**src/rtl/note_pkg.sv**
```systemverilog
// Shared constants for the MIDI note to tone-period path: base-octave table, widths, FSM encoding.
// Latency: n/a (package only).
// Backpressure: n/a (package only).
package note_pkg;

    localparam int NOTE_SEMIS = 12;
    localparam int MIDI_MAX   = 127;
    localparam int MIDI_W     = 7;
    localparam int OCT_W      = 4;
    localparam int BASE_W     = 10;

    // Half-period counts for C..B of the reference octave.
    localparam logic [BASE_W-1:0] BASE_TABLE [NOTE_SEMIS] = '{
        10'd682, 10'd644, 10'd608, 10'd574, 10'd542, 10'd512,
        10'd482, 10'd456, 10'd430, 10'd406, 10'd384, 10'd362
    };

    typedef enum logic [1:0] {
        IDLE = 2'd0,
        DIV  = 2'd1,
        DONE = 2'd2
    } state_t;

    // Table lookup by semitone; out-of-range semitones (12..15) return 0.
    function automatic logic [BASE_W-1:0] base_lookup(input logic [3:0] semi);
        logic [BASE_W-1:0] b;
        b = '0;
        for (int i = 0; i < NOTE_SEMIS; i++) begin
            if (semi == 4'(i)) begin
                b = BASE_TABLE[i];
            end
        end
        return b;
    endfunction

endpackage

```
**src/rtl/note_scale.sv**
```systemverilog
// Octave scaling of a base-octave half-period by shifting, with saturation to BW bits.
// Latency: combinational.
// Backpressure: none (pure function of its inputs).
//   base  : base-octave half-period (BASE_W bits)
//   oct   : octave index of the note
//   p     : scaled half-period, all ones when saturated
//   sat   : scaled value exceeded 2^BW-1
module note_scale
    import note_pkg::*;
#(
    parameter int BW      = 16,
    parameter int REF_OCT = 5
) (
    input  logic [BASE_W-1:0] base,
    input  logic [OCT_W-1:0]  oct,
    output logic [BW-1:0]     p,
    output logic              sat
);

    // Wide enough for the base shifted left by the full REF_OCT distance.
    localparam int WIDE_W = 16 + REF_OCT;
    localparam logic [WIDE_W-1:0] P_MAX = WIDE_W'((64'd1 << BW) - 64'd1);

    logic [WIDE_W-1:0] base_w;
    logic [WIDE_W-1:0] wide;

    assign base_w = WIDE_W'(base);

    always_comb begin
        wide = '0;
        if (int'(oct) < REF_OCT) begin
            // Lower octaves are longer periods: multiply by 2 per octave.
            wide = base_w << (REF_OCT - int'(oct));
        end else begin
            // Higher octaves halve the period per octave, truncating.
            wide = base_w >> (int'(oct) - REF_OCT);
        end
    end

    assign sat = (wide > P_MAX);
    assign p   = sat ? '1 : wide[BW-1:0];

endmodule

```
**src/rtl/note2period.sv**
```systemverilog
// Converts a MIDI note (0..127) into a tone-counter half-period via repeated-subtract octave split and shift scaling.
// Latency: period_valid_o rises 2+note/12 edges after the input handshake edge.
// Backpressure: one note in flight; note_ready_o stays low until the result is taken with period_ready_i.
//   clk_i, rst_i                : clock, synchronous active-high reset
//   note_i/note_valid_i/note_ready_o : note input handshake
//   transpose_i                 : signed semitone offset, only with NOTE2PERIOD_TRANSPOSE_EN defined
//   period_o/octave_o/sat_o     : registered result, held after the output handshake
//   period_valid_o/period_ready_i : result handshake
module note2period
    import note_pkg::*;
#(
    parameter int BW      = 16,
    parameter int REF_OCT = 5
) (
    input  logic              clk_i,
    input  logic              rst_i,
    input  logic [MIDI_W-1:0] note_i,
    input  logic              note_valid_i,
    output logic              note_ready_o,
`ifdef NOTE2PERIOD_TRANSPOSE_EN
    input  logic signed [4:0] transpose_i,
`endif
    output logic [BW-1:0]     period_o,
    output logic [OCT_W-1:0]  octave_o,
    output logic              sat_o,
    output logic              period_valid_o,
    input  logic              period_ready_i
);

    state_t            state_q, state_d;
    logic [MIDI_W-1:0] rem_q;
    logic [OCT_W-1:0]  oct_q;
    logic              fin_q;
    logic [MIDI_W-1:0] note_eff;
    logic [BW-1:0]     scaled_p;
    logic              scaled_sat;

`ifdef NOTE2PERIOD_TRANSPOSE_EN
    // 9-bit sum covers -16..142; bit 8 flags a negative result.
    logic [8:0] note_sum;
    assign note_sum = {2'b00, note_i} + {{4{transpose_i[4]}}, transpose_i};

    always_comb begin
        note_eff = note_sum[MIDI_W-1:0];
        if (note_sum[8]) begin
            note_eff = '0;
        end else if (note_sum[7]) begin
            note_eff = MIDI_W'(MIDI_MAX);
        end
    end
`else
    assign note_eff = note_i;
`endif

    note_scale #(
        .BW      (BW),
        .REF_OCT (REF_OCT)
    ) u_scale (
        .base (base_lookup(rem_q[3:0])),
        .oct  (oct_q),
        .p    (scaled_p),
        .sat  (scaled_sat)
    );

    always_comb begin
        state_d = state_q;
        case (state_q)
            IDLE:    if (note_valid_i)   state_d = DIV;
            DIV:     if (fin_q)          state_d = DONE;
            DONE:    if (period_ready_i) state_d = IDLE;
            default:                     state_d = IDLE;
        endcase
    end

    assign note_ready_o   = (state_q == IDLE);
    assign period_valid_o = (state_q == DONE);

    always_ff @(posedge clk_i) begin
        if (rst_i) begin
            state_q  <= IDLE;
            rem_q    <= '0;
            oct_q    <= '0;
            fin_q    <= 1'b0;
            period_o <= '0;
            octave_o <= '0;
            sat_o    <= 1'b0;
        end else begin
            state_q <= state_d;
            case (state_q)
                IDLE: begin
                    if (note_valid_i) begin
                        rem_q <= note_eff;
                        oct_q <= '0;
                        fin_q <= 1'b0;
                    end
                end
                DIV: begin
                    // Once the semitone is known, rem/oct sit still for one cycle so the
                    // table lookup and shifter start from registers before the result is captured.
                    if (fin_q) begin
                        period_o <= scaled_p;
                        octave_o <= oct_q;
                        sat_o    <= scaled_sat;
                    end else if (rem_q >= MIDI_W'(NOTE_SEMIS)) begin
                        rem_q <= rem_q - MIDI_W'(NOTE_SEMIS);
                        oct_q <= oct_q + OCT_W'(1);
                    end else begin
                        fin_q <= 1'b1;
                    end
                end
                default: ;
            endcase
        end
    end

endmodule

```
**config.mk**
```make
export PLATFORM = sky130hd
export DESIGN_NAME = note2period
export DESIGN_NICKNAME = d
export VERILOG_FILES = /design/src/rtl/note_pkg.sv /design/src/rtl/note_scale.sv /design/src/rtl/note2period.sv
export SDC_FILE = /design/constraint.sdc
export NUM_CORES = 1
export LEC_CHECK = 0
export ABC_AREA = 1
export BUFFER_PORTS_ARGS = -buffer_cell sky130_fd_sc_hd__clkbuf_2
export CORE_MARGIN = 2
export CORE_UTILIZATION = 35
export CTS_CLUSTER_DIAMETER = 40
export DETAILED_ROUTE_END_ITERATION = 12
export SYNTH_ARGS = -nofsm -noshare
export SYNTH_HDL_FRONTEND = slang
export SYNTH_HIERARCHICAL = 1
export SYNTH_SLANG_ARGS = --single-unit
```
**constraint.sdc**
```tcl
create_clock -name clk_i -period 2.9 [get_ports clk_i]
set_input_delay 0.725 -clock clk_i [delete_from_list [all_inputs] [get_ports clk_i]]
set_output_delay 0.725 -clock clk_i [all_outputs]
set_load 0.02 [all_outputs]
```
==> impl_metrics.tcl <==
set metrics [dict create \
    p_leak_nw 1.77 \
    hold_ws_ns 0.498 \
    antennaDiodeCount 0 \
    crit_path_start_kind "flip-flop" \
    rsz0062_at_grt "false" \
    fmax_ghz 0.381 \
    met3_usage_pct 2.29 \
    final_nets 568 \
    cts.reportedPaths.clkPinSlew_ns 0.07 \
    cpMostUsedCell "nand2_1" \
    drc 0 \
    dieArea_mm2 0.00968 \
    hold_violations 0 \
    numCtsBuffers 5 \
    cpPeakStageDelay_ns 0.40 \
    area_growth_pct 12.3 \
    syn-instance-count 518 \
    cts_hold_buf 0 \
    outcome "finished clean" \
    worst_pin_slew_ns 0.691 \
    timing.slew.headroom_pct 53.9 \
    drt_iter0_markers 228 \
    synth_most_common_cell "nand2_1" \
    gr-total-overflow 0 \
    ys.flop_type "dfxtp_1" \
    synth_edf_count 0 \
    fill_cells 967 \
    total_power_mw 1.66 \
    wire_per_inst_um 13.2 \
    path_buf_inv 1 \
    postRouteAntennaNets 0 \
    start_util_pct 35.9 \
    core_mm2 0.00868 \
    grt_busiest_layer "met2" \
    cts_max_level 2 \
    async_flop_share_pct 0 \
    finalMaxSlewViolations 0 \
    grt_max_degree 27 \
    use_met2_pct 28.7 \
    grt_pass1_wl_um 14900 \
    yosys.area.top_type "dfxtp_1" \
    rows 34 \
    syn_area_mm2 0.00312 \
    wl_um 8680 \
    vdd_drop_max_mv 0.240 \
    ys_top_cells_by_area "dfxtp_1, nand2_1, nand3_1" \
    grt_use_met1_pct 25.6 \
    crit_arrival_ns 2.81 \
    postCtsSetupRepairBufs 0 \
    hpwl_um 6450 \
    insertion_delay_ns 0.29 \
    syn_avg_cell_area_um2 6.02 \
    grt_pass1_vias 3175 \
    drive_gt1_share_pct 20.0 \
    gp_congestion 0.889 \
    ys_warn_count 6 \
    ctsRootBufferMaster "clkbuf_8" \
    crit_required_ns 3.09 \
    port_buffers 33 \
    fp.dieW_um 98.4 \
    critPathTopFamily "simple AND/OR/NAND/NOR gates" \
    crit_type "flip-flop to flip-flop" \
    skew_ns 0.00815 \
    synth_cell_types 35 \
    ys_ff_latch 35 \
    die_h_um 98.4 \
    p_per_area_mw_per_mm2 475 \
    grtUsageTotal_pct 18.2 \
    crit_fanout 8 \
    synth_top_area_share_pct 22.5 \
    dr.pass1.iters 5 \
    path_cells "inv_1, ha_1, nand3_1, o211ai_1, nor3_1, nand2_1, nand2_1, nand2_1, nand2_1, nand2_1, nand3_1, nand2_1, nor2_1, nand2_1, nand2_4, nand3_1, nor2_1, nor2_1" \
    viasPerCell 5.26 \
    synth.top_cells.by_count "nand2_1, nor2_1, nand3_1" \
    io_pins 34 \
    tns_ns 0 \
    vias 3455 \
    end_kind "flip-flop" \
    fin_crit_sh_pct 90.6 \
    fin_crit_ns 2.63 \
    slowest_stage "dfxtp_2" \
    tritoncts "done" \
    yosysSeqAreaShare_pct 22.5 \
    cts_buffer_depth 2 \
    hp-class "flip-flop to flip-flop" \
    grt_antenna_before_repair 0 \
    clock_sinks 35 \
    setup_violations 0 \
    cap_violations 0 \
]
## sequential cells by signal (all words and copies together) (netlist names)
register / cells
state_q: 2
sat_o: 1
fin_q: 1
oct_q: 4
period_o: 16
rem_q: 7
octave_o: 4
## through the flow
step           cell area, µm²  setup slack, ns  cells  utilization (%)
2_1_floorplan            3120            0.565    520                -
3_3_place_gp             3350            0.218    648             38.6
3_5_place_dp             3350            0.173    648             38.6
4_1_cts                  3470            0.151    656             39.9
5_1_grt                  3500           0.0194    657             40.3
6_report                 3500            0.272    657             40.3
## final timing paths
path                  from          end  slack, ns  cells past startpoint
hold reg to reg   rem_q[3]     rem_q[3]       0.50                      2
hold / removal    rem_q[3]     rem_q[3]       0.50                      2
setup / recovery  rem_q[2]  period_o[4]       0.27                     18
setup reg to reg  rem_q[2]  period_o[4]       0.27                     18
## tightest hold or removal path, cell delays in order (launching register included)
cell	delay (ns)
dfxtp_2	0.35
nand2_2	0.07
a21oi_2	0.05
## layout make-up
type	count	area, µm²	share of cell area [%]
well taps	108	135	3.86
flip-flops and latches	35	703	20.1
clock buffers	6	82.6	2.36
clock inverters	2	35.0	1.00
repair buffers	42	233	6.65
multi-input cells	419	2140	61.2
inverters	45	169	4.83
## layout by cell type, fill, tap and decap left out, types with 9 or more instances in the layout
| cell | instances |
|---|---|
| clkbuf_2 | 33 |
| a21oi_1 | 25 |
| nand2_2 | 14 |
| o21ai_0 | 38 |
| nand3_1 | 75 |
| a21oi_2 | 9 |
| buf_4 | 9 |
| dfxtp_1 | 33 |
| inv_1 | 36 |
| nand2_1 | 110 |
| nand3_2 | 11 |
| nand4_1 | 16 |
| nor2_1 | 77 |
## what timing repair did
action	4_1_cts	5_1_grt
endpoints found under the setup margin	0	17
hold endpoints to repair	0	0
gates resized for setup	0	9
## kinds of logic after synthesis
family | count (synthesis) | synth area share [%]
xor+xnor | 2 | 0.562
buf+inv | 67 | 10.0
simple gates | 319 | 47.9
compound gates | 85 | 15.3
flops | 35 | 22.5
other cells | 1 | 0.120
fa+ha+maj | 9 | 3.61
## power by group
part	leakage (nW)	internal (mW)	switching, mW
logic	1.42	0.231	0.438
clock network	0.0612	0.278	0.184
registers	0.285	0.506	0.0238
## per-layer routing
layer,wire length [µm],share of wire [%],vias up
met2,3800,44,128
met5,0,0,-
met4,177,2.0,0
met3,431,5.0,18
li1,-,-,1785
met1,4280,49,1524
(Power assumes the default switching activity.)
